File: config.mk
export PLATFORM = sky130hd
export DESIGN_NAME = cdb_broadcast
export DESIGN_NICKNAME = d
export VERILOG_FILES = /design/src/rtl/cdb_broadcast.sv
export SDC_FILE = /design/constraint.sdc
export NUM_CORES = 1
export LEC_CHECK = 0
export ABC_AREA = 1
export CAP_MARGIN = 20
export CELL_PAD_IN_SITES_DETAIL_PLACEMENT = 1
export CELL_PAD_IN_SITES_GLOBAL_PLACEMENT = 1
export CORE_MARGIN = 10
export CORE_UTILIZATION = 28
export CTS_BUF_LIST = sky130_fd_sc_hd__clkbuf_4
export DETAILED_ROUTE_END_ITERATION = 10
export MAX_ROUTING_LAYER = met4
export PLACE_DENSITY_LB_ADDON = 0.1
export SYNTH_ARGS = -nofsm -noshare
export SYNTH_HDL_FRONTEND = slang
export SYNTH_SLANG_ARGS = --single-unit
File: constraint.sdc
create_clock -name Clock -period 3.34 [get_ports Clock]
set_input_delay 0.501 -clock Clock [delete_from_list [all_inputs] [get_ports Clock]]
set_output_delay 0.501 -clock Clock [all_outputs]
set_load 0.005 [all_outputs]
File: src/rtl/cdb_broadcast.sv
// Common Data Bus arbiter/broadcaster: picks one completed result per cycle by
// round-robin and drives the registered tag/value pair that stations snoop.
module cdb_broadcast #(
  parameter int N_SRC  = 4,
  parameter int DATA_W = 16,
  parameter int TAG_W  = 3
) (
  input  logic                      Clock,
  input  logic                      Reset,
  input  logic [N_SRC-1:0]          Req,
  input  logic [N_SRC*DATA_W-1:0]   Result,
  input  logic                      Flush,
  output logic [N_SRC-1:0]          Grant,
  output logic                      CDB_Valid,
  output logic [TAG_W-1:0]          CDB_Tag,
  output logic [DATA_W-1:0]         CDB_Data,
  output logic [TAG_W-1:0]          Busy_Count
);

  localparam int PTR_W = (N_SRC > 1) ? $clog2(N_SRC) : 1;

  // Handshake: Req[i] is a level "valid" held with Result[i] stable until Grant[i]
  // ("ready") is seen high in the same cycle; the transfer completes at that edge.
  logic [PTR_W-1:0]  ptr;
  logic [PTR_W-1:0]  grant_idx;
  logic [PTR_W-1:0]  idx;
  logic              found;
  logic              win;
  logic [DATA_W-1:0] sel_data;

  always_comb begin
    grant_idx = '0;
    idx       = '0;
    found     = 1'b0;
    for (int k = 0; k < N_SRC; k++) begin
      idx = PTR_W'((int'(ptr) + k) % N_SRC);
      if (!found && Req[idx]) begin
        found     = 1'b1;
        grant_idx = idx;
      end
    end
  end

  // Reset and Flush both squash the grant so no source believes it was accepted.
  assign win = found && !Reset && !Flush;

  always_comb begin
    Grant = '0;
    if (win) Grant[grant_idx] = 1'b1;
  end

  assign sel_data = Result[int'(grant_idx)*DATA_W +: DATA_W];

  always_ff @(posedge Clock) begin
    if (Reset) begin
      ptr        <= '0;
      CDB_Valid  <= 1'b0;
      CDB_Tag    <= '0;
      CDB_Data   <= '0;
      Busy_Count <= '0;
    end else begin
      CDB_Valid <= win;
      if (win) begin
        CDB_Tag  <= TAG_W'(grant_idx) + TAG_W'(1);
        CDB_Data <= sel_data;
        ptr      <= (grant_idx == PTR_W'(N_SRC - 1)) ? '0 : grant_idx + 1'b1;
      end
      if (Flush)
        Busy_Count <= '0;
      else if ((|Req) && !win && (Busy_Count != {TAG_W{1'b1}}))
        Busy_Count <= Busy_Count + 1'b1;
    end
  end

endmodule

==> results.cfg, run 1 <==
[status]
outcome = finished clean

[worst_setup_path]
r2r_setup_slack_ns = 1.32
required_ns = 2.84
cp_slowest_cell = clkdlybuf4s50_1
critical_path_class = input port to output pin
reg2reg_to = ptr[1]
cp.arrival_ns = 2.67
critPathMaxFanout = 11
worst_setup_path_end_kind = output pin
crit_start = Req[3]
max_stage_delay_ns = 0.49
r2r_cells = 12
cp-start-kind = input port
crit_family = buffers and inverters
cp.buffers_inverters = 5
crit_chain = clkdlybuf4s50_1 -> inv_1 -> nand2_1 -> nand3_1 -> nand2_2 -> nor2_4 -> nand3_1 -> nand3_2 -> nand2_4 -> inv_6 -> ha_1 -> nand2_1 -> inv_1 -> clkdlybuf4s50_1
rr_startpoint = ptr[0]

[worst_hold_path]
hp-class = flip-flop to flip-flop
holdPathEnd = CDB_Tag[2]
hold_path_depth = 2
hp-start = CDB_Tag[2]

[timing]
slew_viol_final = 0
fmax_mhz = 316
rsz0062_at_grt = no
setup_ws_ns = 0.174
period_share = 0.948
setup-tns-final_ns = 0
finClkSkew_ns = 0.00521
hold_viol = 0
max-slew-margin-rel = 0.640
worst_slew_pin_slew_ns = 0.537
fin_crit_ns = 3.17
setup_violations = 0

[clock_tree]
clk_path_buf_depth = 2
cts-root-buf = clkbuf_4
cts_tree = done
clk_latency_ns = 0.32
cts.clk_slew.worst_paths_ns = 0.14
cts_setup_buffers = 0
numCtsBuffers = 3
cts_hold_buffers = 0
cts_resized = 0
cts.sinks = 23
cts_htree_levels = 1

[yosys]
synth_top_area_frac = 0.263
syn_area_per_cell_um2 = 6.32
yosys.area.top_type = dfxtp_1
synth_cells = 277
syn_nets = 352
syn_area_um2 = 1750
yosysSeqAreaShare = 0.263
synthTopCellsByArea = dfxtp_1 (26%), nand3_1 (19%), nand2_1 (19%), nand4_1 (12%), buf_6 (3.2%)
synth_warnings = 0
synth.ff_latch_count = 23
yosysUniqueCellTypes = 24

[cells_and_area]
stdcell_count = 445
diodes = 0
drive_gt1_frac = 0.0838
fin_area_um2 = 2820
area_growth_pct = 60.9
final_nets = 446

[floorplanning]
die_y_um = 99.1
start_util = 0.292
die_x_um = 99.1
rows = 28
core_um2 = 5990
pin_count = 98
die_area_um2 = 9810

[routing]
via_per_inst = 5.04
routed_wl_um = 7470
wl_per_cell_um = 16.8
drc_errors = 0
routed-via-count = 2244
ant_nets = 0
first_pass_iters = 4
first_iter_violations = 66

[placement]
dp_cells = 441
dp_hpwl_um = 5820
dp_slack_ns = 0.0940
place_area_um2 = 2780
gp_congestion = 0.810
portBuffers = 97

[pwr]
power.leakage_nw = 1.28
peakVddDrop_uv = 180
switchingPower_uw = 490
p_per_area_nw_per_um2 = 419
comb_power_share = 0.577
pwr-share-clk = 0.124
netSwitchingFraction = 0.415
pwr-share-seq = 0.299
intPower_uw = 691
power.total_mw = 1.18

[global_routing]
grt_pass1_vias = 2378
grt_max_degree = 33
overflow = 0
grt_first_pass_wirelength_um = 11900
grt_usage = 0.148
antenna_found_initial = 0

[job]
drv_cap = 0
## sequential cells by signal (all words and copies together) (netlist names)
signal,count
CDB_Tag,1
CDB_Data,16
ptr,2
CDB_Valid,1
Busy_Count,3
## power groups by stage
stage	registers, mW	logic [mW]	clock network [mW]
4_1_cts	0.352	0.693	0.154
6_report	0.352	0.682	0.146
3_3_place_gp	0.356	0.679	0
5_1_grt	0.359	0.768	0.167
3_5_place_dp	0.358	0.688	0
2_1_floorplan	0.355	0.405	0
## worst min-delay path, stage by stage, from the launching register on
cell and delay [ns]:
dfxtp_1 0.34, nand2_1 0.06, a21oi_1 0.05
## how the worst max path moves through the flow
stage                          end  cells past startpoint
final                     Grant[3]                     14
after global routing      Grant[3]                     14
after CTS                 Grant[2]                     12
after detailed placement  Grant[2]                     14
after global placement    Grant[2]                     14
after floorplan           Grant[2]                     13
## logic make-up (layout without fill, tap and decap cells)
kind of cell / count (synthesis) / count (layout) / synth area share
adders and majority gates: 4 / 4 / 0.0286
AOI/OAI and AO/OA: 6 / 6 / 0.0172
buffers and inverters: 39 / 132 / 0.116
DFF: 23 / 23 / 0.263
and+or+nand+nor: 205 / 205 / 0.575
## routing by layer
layer / global-route usage / vias to the layer above / part of all wire / wire (um)
met5: - / - / 0 / 0
met4: 0.0320 / 0 / 0.0071 / 53
met3: 0.0503 / 7 / 0.075 / 560
met2: 0.229 / 75 / 0.46 / 3410
met1: 0.180 / 1031 / 0.46 / 3450
li1: - / 1131 / - / -
## per-stage QoR
| stage | hold WS [ns] | utilization |
|---|---|---|
| 2_1_floorplan | 0.456 | - |
| 3_3_place_gp | 0.455 | 0.464 |
| 3_5_place_dp | 0.461 | 0.464 |
| 4_1_cts | 0.479 | 0.469 |
| 5_1_grt | 0.493 | 0.470 |
| 6_report | 0.475 | 0.470 |
## area by class of cell
type	count	area (um^2)
timing repair buffer	108	1060
sequential	23	462
inverter	20	85.1
fill	776	3170
clock buffer	4	30.0
multi-input combinational	215	1090
tap	75	93.8
## Yosys cell counts
master and number:
buf_4 1, nor2_4 1, nand3_2 2, nand3_4 1
nand4_1 33, ha_1 4, dfxtp_1 23, buf_6 5
inv_1 14, buf_2 6, nand2_2 4, inv_6 1
nor2_1 4, clkinv_1 2, a21oi_1 2, clkbuf_1 7
inv_4 1, nand4_2 1, nor3b_1 3, o21ai_0 4
nand2_4 1, nand3_1 67, nand2_1 88, inv_2 2
## layout by cell type, fill, tap and decap left out, types with 2 or more instances in the layout
master / instances
a21oi_1: 2
nand4_1: 33
o21ai_0: 4
inv_1: 14
clkbuf_4: 4
nor3b_1: 3
buf_4: 11
inv_6: 2
nand3_1: 67
dfxtp_1: 22
ha_1: 4
nand2_1: 87
nand2_2: 5
clkinv_1: 2
nor2_1: 4
clkdlybuf4s50_1: 96
nand3_2: 2
inv_2: 2
No activity file was read; power rests on OpenSTA's default activity.
==> run 2, diff against run 1 <==
==> constraint.sdc (replaced) <==
create_clock -name Clock -period 3.34 [get_ports Clock]
set_input_delay 0.668 -clock Clock [delete_from_list [all_inputs] [get_ports Clock]]
set_output_delay 0.668 -clock Clock [all_outputs]
set_load 0.005 [all_outputs]
==> run 2 against run 1 <==
Net effect:
- combinational power grew 6.7%
- critical path depth unchanged
- hold slack better by 0.0026 ns
- wire length is 2.6% higher
- worst setup slack got worse by 0.060 ns
- die area unchanged
- sequential cell count unchanged
- count of clock-buffer cells in the layout unchanged
- clock skew decreased by 0.0030 ns
- sequential power is essentially flat
- final area up 2.9%
==> results.cfg, run 2 (same netlist as run 1, synthesis figures left out) <==
[status]
outcome = finished clean

[routing]
routed_wl_um = 7660
via_per_inst = 4.97
first_iter_violations = 62
wl_per_cell_um = 16.9
ant_nets = 0
first_pass_iters = 4
drc_errors = 0
routed-via-count = 2256

[cells_and_area]
area_growth_pct = 65.6
final_nets = 455
diodes = 0
num-fill-cells = 764
fin_area_um2 = 2900
top_register = CDB_Data
drive_gt1_frac = 0.135
final_cell_mix = clkdlybuf4s50_1 (92), nand2_1 (84), nand3_1 (64)
top_regs = CDB_Data (16), Busy_Count (3), ptr (2)
final_common_cell = clkdlybuf4s50_1
largest_register_ffs = 16

[clock_tree]
clk_path_buf_depth = 2
cts.clk_slew.worst_paths_ns = 0.13
numCtsBuffers = 3
cts_htree_levels = 1
cts-root-buf = clkbuf_4
cts_tree = done
cts.sinks = 23
clk_latency_ns = 0.31
cts_hold_buffers = 0

[pwr]
p_per_area_nw_per_um2 = 422
peakVddDrop_uv = 200
pwr-share-seq = 0.289
switchingPower_uw = 501
intPower_uw = 723
netSwitchingFraction = 0.410
power.leakage_nw = 1.34
pwr-share-clk = 0.116
comb_power_share = 0.594

[worst_hold_path]
hp-class = flip-flop to flip-flop
hold_path_depth = 2
holdPathEnd = CDB_Tag[2]
hp-start = CDB_Tag[2]

[worst_setup_path]
reg2reg_to = CDB_Data[10]
rr_startpoint = ptr[0]
worst_setup_path_end_kind = output pin
r2r_cells = 15
crit_chain = clkdlybuf4s50_1 -> nand2_1 -> nand2_1 -> nand2_1 -> nand2_2 -> nor2_4 -> nand3_1 -> nand3_2 -> nand2_4 -> buf_4 -> ha_1 -> inv_1 -> nor2_1 -> dlygate4sd2_1
max_stage_delay_ns = 0.43
critPathMaxFanout = 4
cp.arrival_ns = 2.56
cpMostUsedCell = nand2_1
r2r_setup_slack_ns = 1.30
required_ns = 2.67
cp-start-kind = input port
critical_path_class = input port to output pin
cp_slowest_cell = clkdlybuf4s50_1

[global_routing]
grt_pass1_vias = 2424
grt_first_pass_wirelength_um = 12200
overflow = 0
grt_usage = 0.152
antenna_found_initial = 0
grt_max_degree = 33

[timing]
fmax_mhz = 310
period_share = 0.966
max-slew-margin-rel = 0.627
worst_slew_pin_slew_ns = 0.557
hold_viol = 0
setup_violations = 0
setup-tns-final_ns = 0
rsz0062_at_grt = no
finClkSkew_ns = 0.00222
fin_crit_ns = 3.23
slew_viol_final = 0

[floorplanning]
rows = 28
start_util = 0.292
die_area_um2 = 9810
pin_count = 98
die_x_um = 99.1
die_y_um = 99.1
core_um2 = 5990

[placement]
gp_congestion = 0.768
dp_hpwl_um = 5840
portBuffers = 97
place_area_um2 = 2800

[job]
drv_cap = 0
-- run 2: through the flow --
| step | worst slack (ns) | std cells | util | power [mW] | hold WS (ns) |
|---|---|---|---|---|---|
| floorplan | 0.816 | 277 | - | 0.760 | 0.456 |
| global placement | -0.0762 | 444 | 0.467 | 1.04 | 0.453 |
| detailed placement | -0.127 | 444 | 0.467 | 1.06 | 0.458 |
| CTS | 0.00477 | 449 | 0.477 | 1.22 | 0.480 |
| global route | 0.00205 | 454 | 0.484 | 1.34 | 0.504 |
| finish | 0.114 | 454 | 0.484 | 1.22 | 0.478 |
-- run 2: critical path: cells and delay by family --
family,cells,cell delay [ns]
buffers and inverters,4,0.91
and+or+nand+nor,9,0.77
adders and majority gates,1,0.20
-- run 2: worst max path at each step --
stage	startpoint	to	slack, ns	cells past startpoint
2_1_floorplan	Req[3]	Grant[2]	0.82	13
3_3_place_gp	Req[3]	Grant[2]	-0.08	14
3_5_place_dp	Req[3]	Grant[1]	-0.13	14
4_1_cts	Req[1]	Grant[3]	0.005	14
5_1_grt	Req[1]	Grant[1]	0.002	14
6_report	Req[1]	Grant[1]	0.11	14
-- run 2: cell type report --
class                      instances  area, um^2  share of cell area
clock buffer                       4        30.0              0.0104
timing repair buffer             117        1120               0.386
tap                               75        93.8              0.0324
sequential                        23         462               0.159
inverter                          20        82.6              0.0285
multi-input combinational        215        1110               0.384
-- run 2: power by group through the flow --
stage                     clock, mW  combinational, mW  sequential, mW
after floorplan                   0              0.405           0.355
after global placement            0              0.685           0.357
after detailed placement          0              0.699           0.359
after CTS                     0.150              0.716           0.354
after global routing          0.161              0.817           0.361
final                         0.142              0.728           0.354
-- run 2: routing by layer --
metal	track usage	wire [um]
met3	0.0503	551
met2	0.249	3670
met5	-	0
met4	0.0232	32
met1	0.179	3410
-- run 2: what timing repair did --
action                                  4_1_cts  5_1_grt
pin swaps                                     3        2
setup buffers                                 1        5
endpoints found under the setup margin        4        3
resized for setup                            13        6
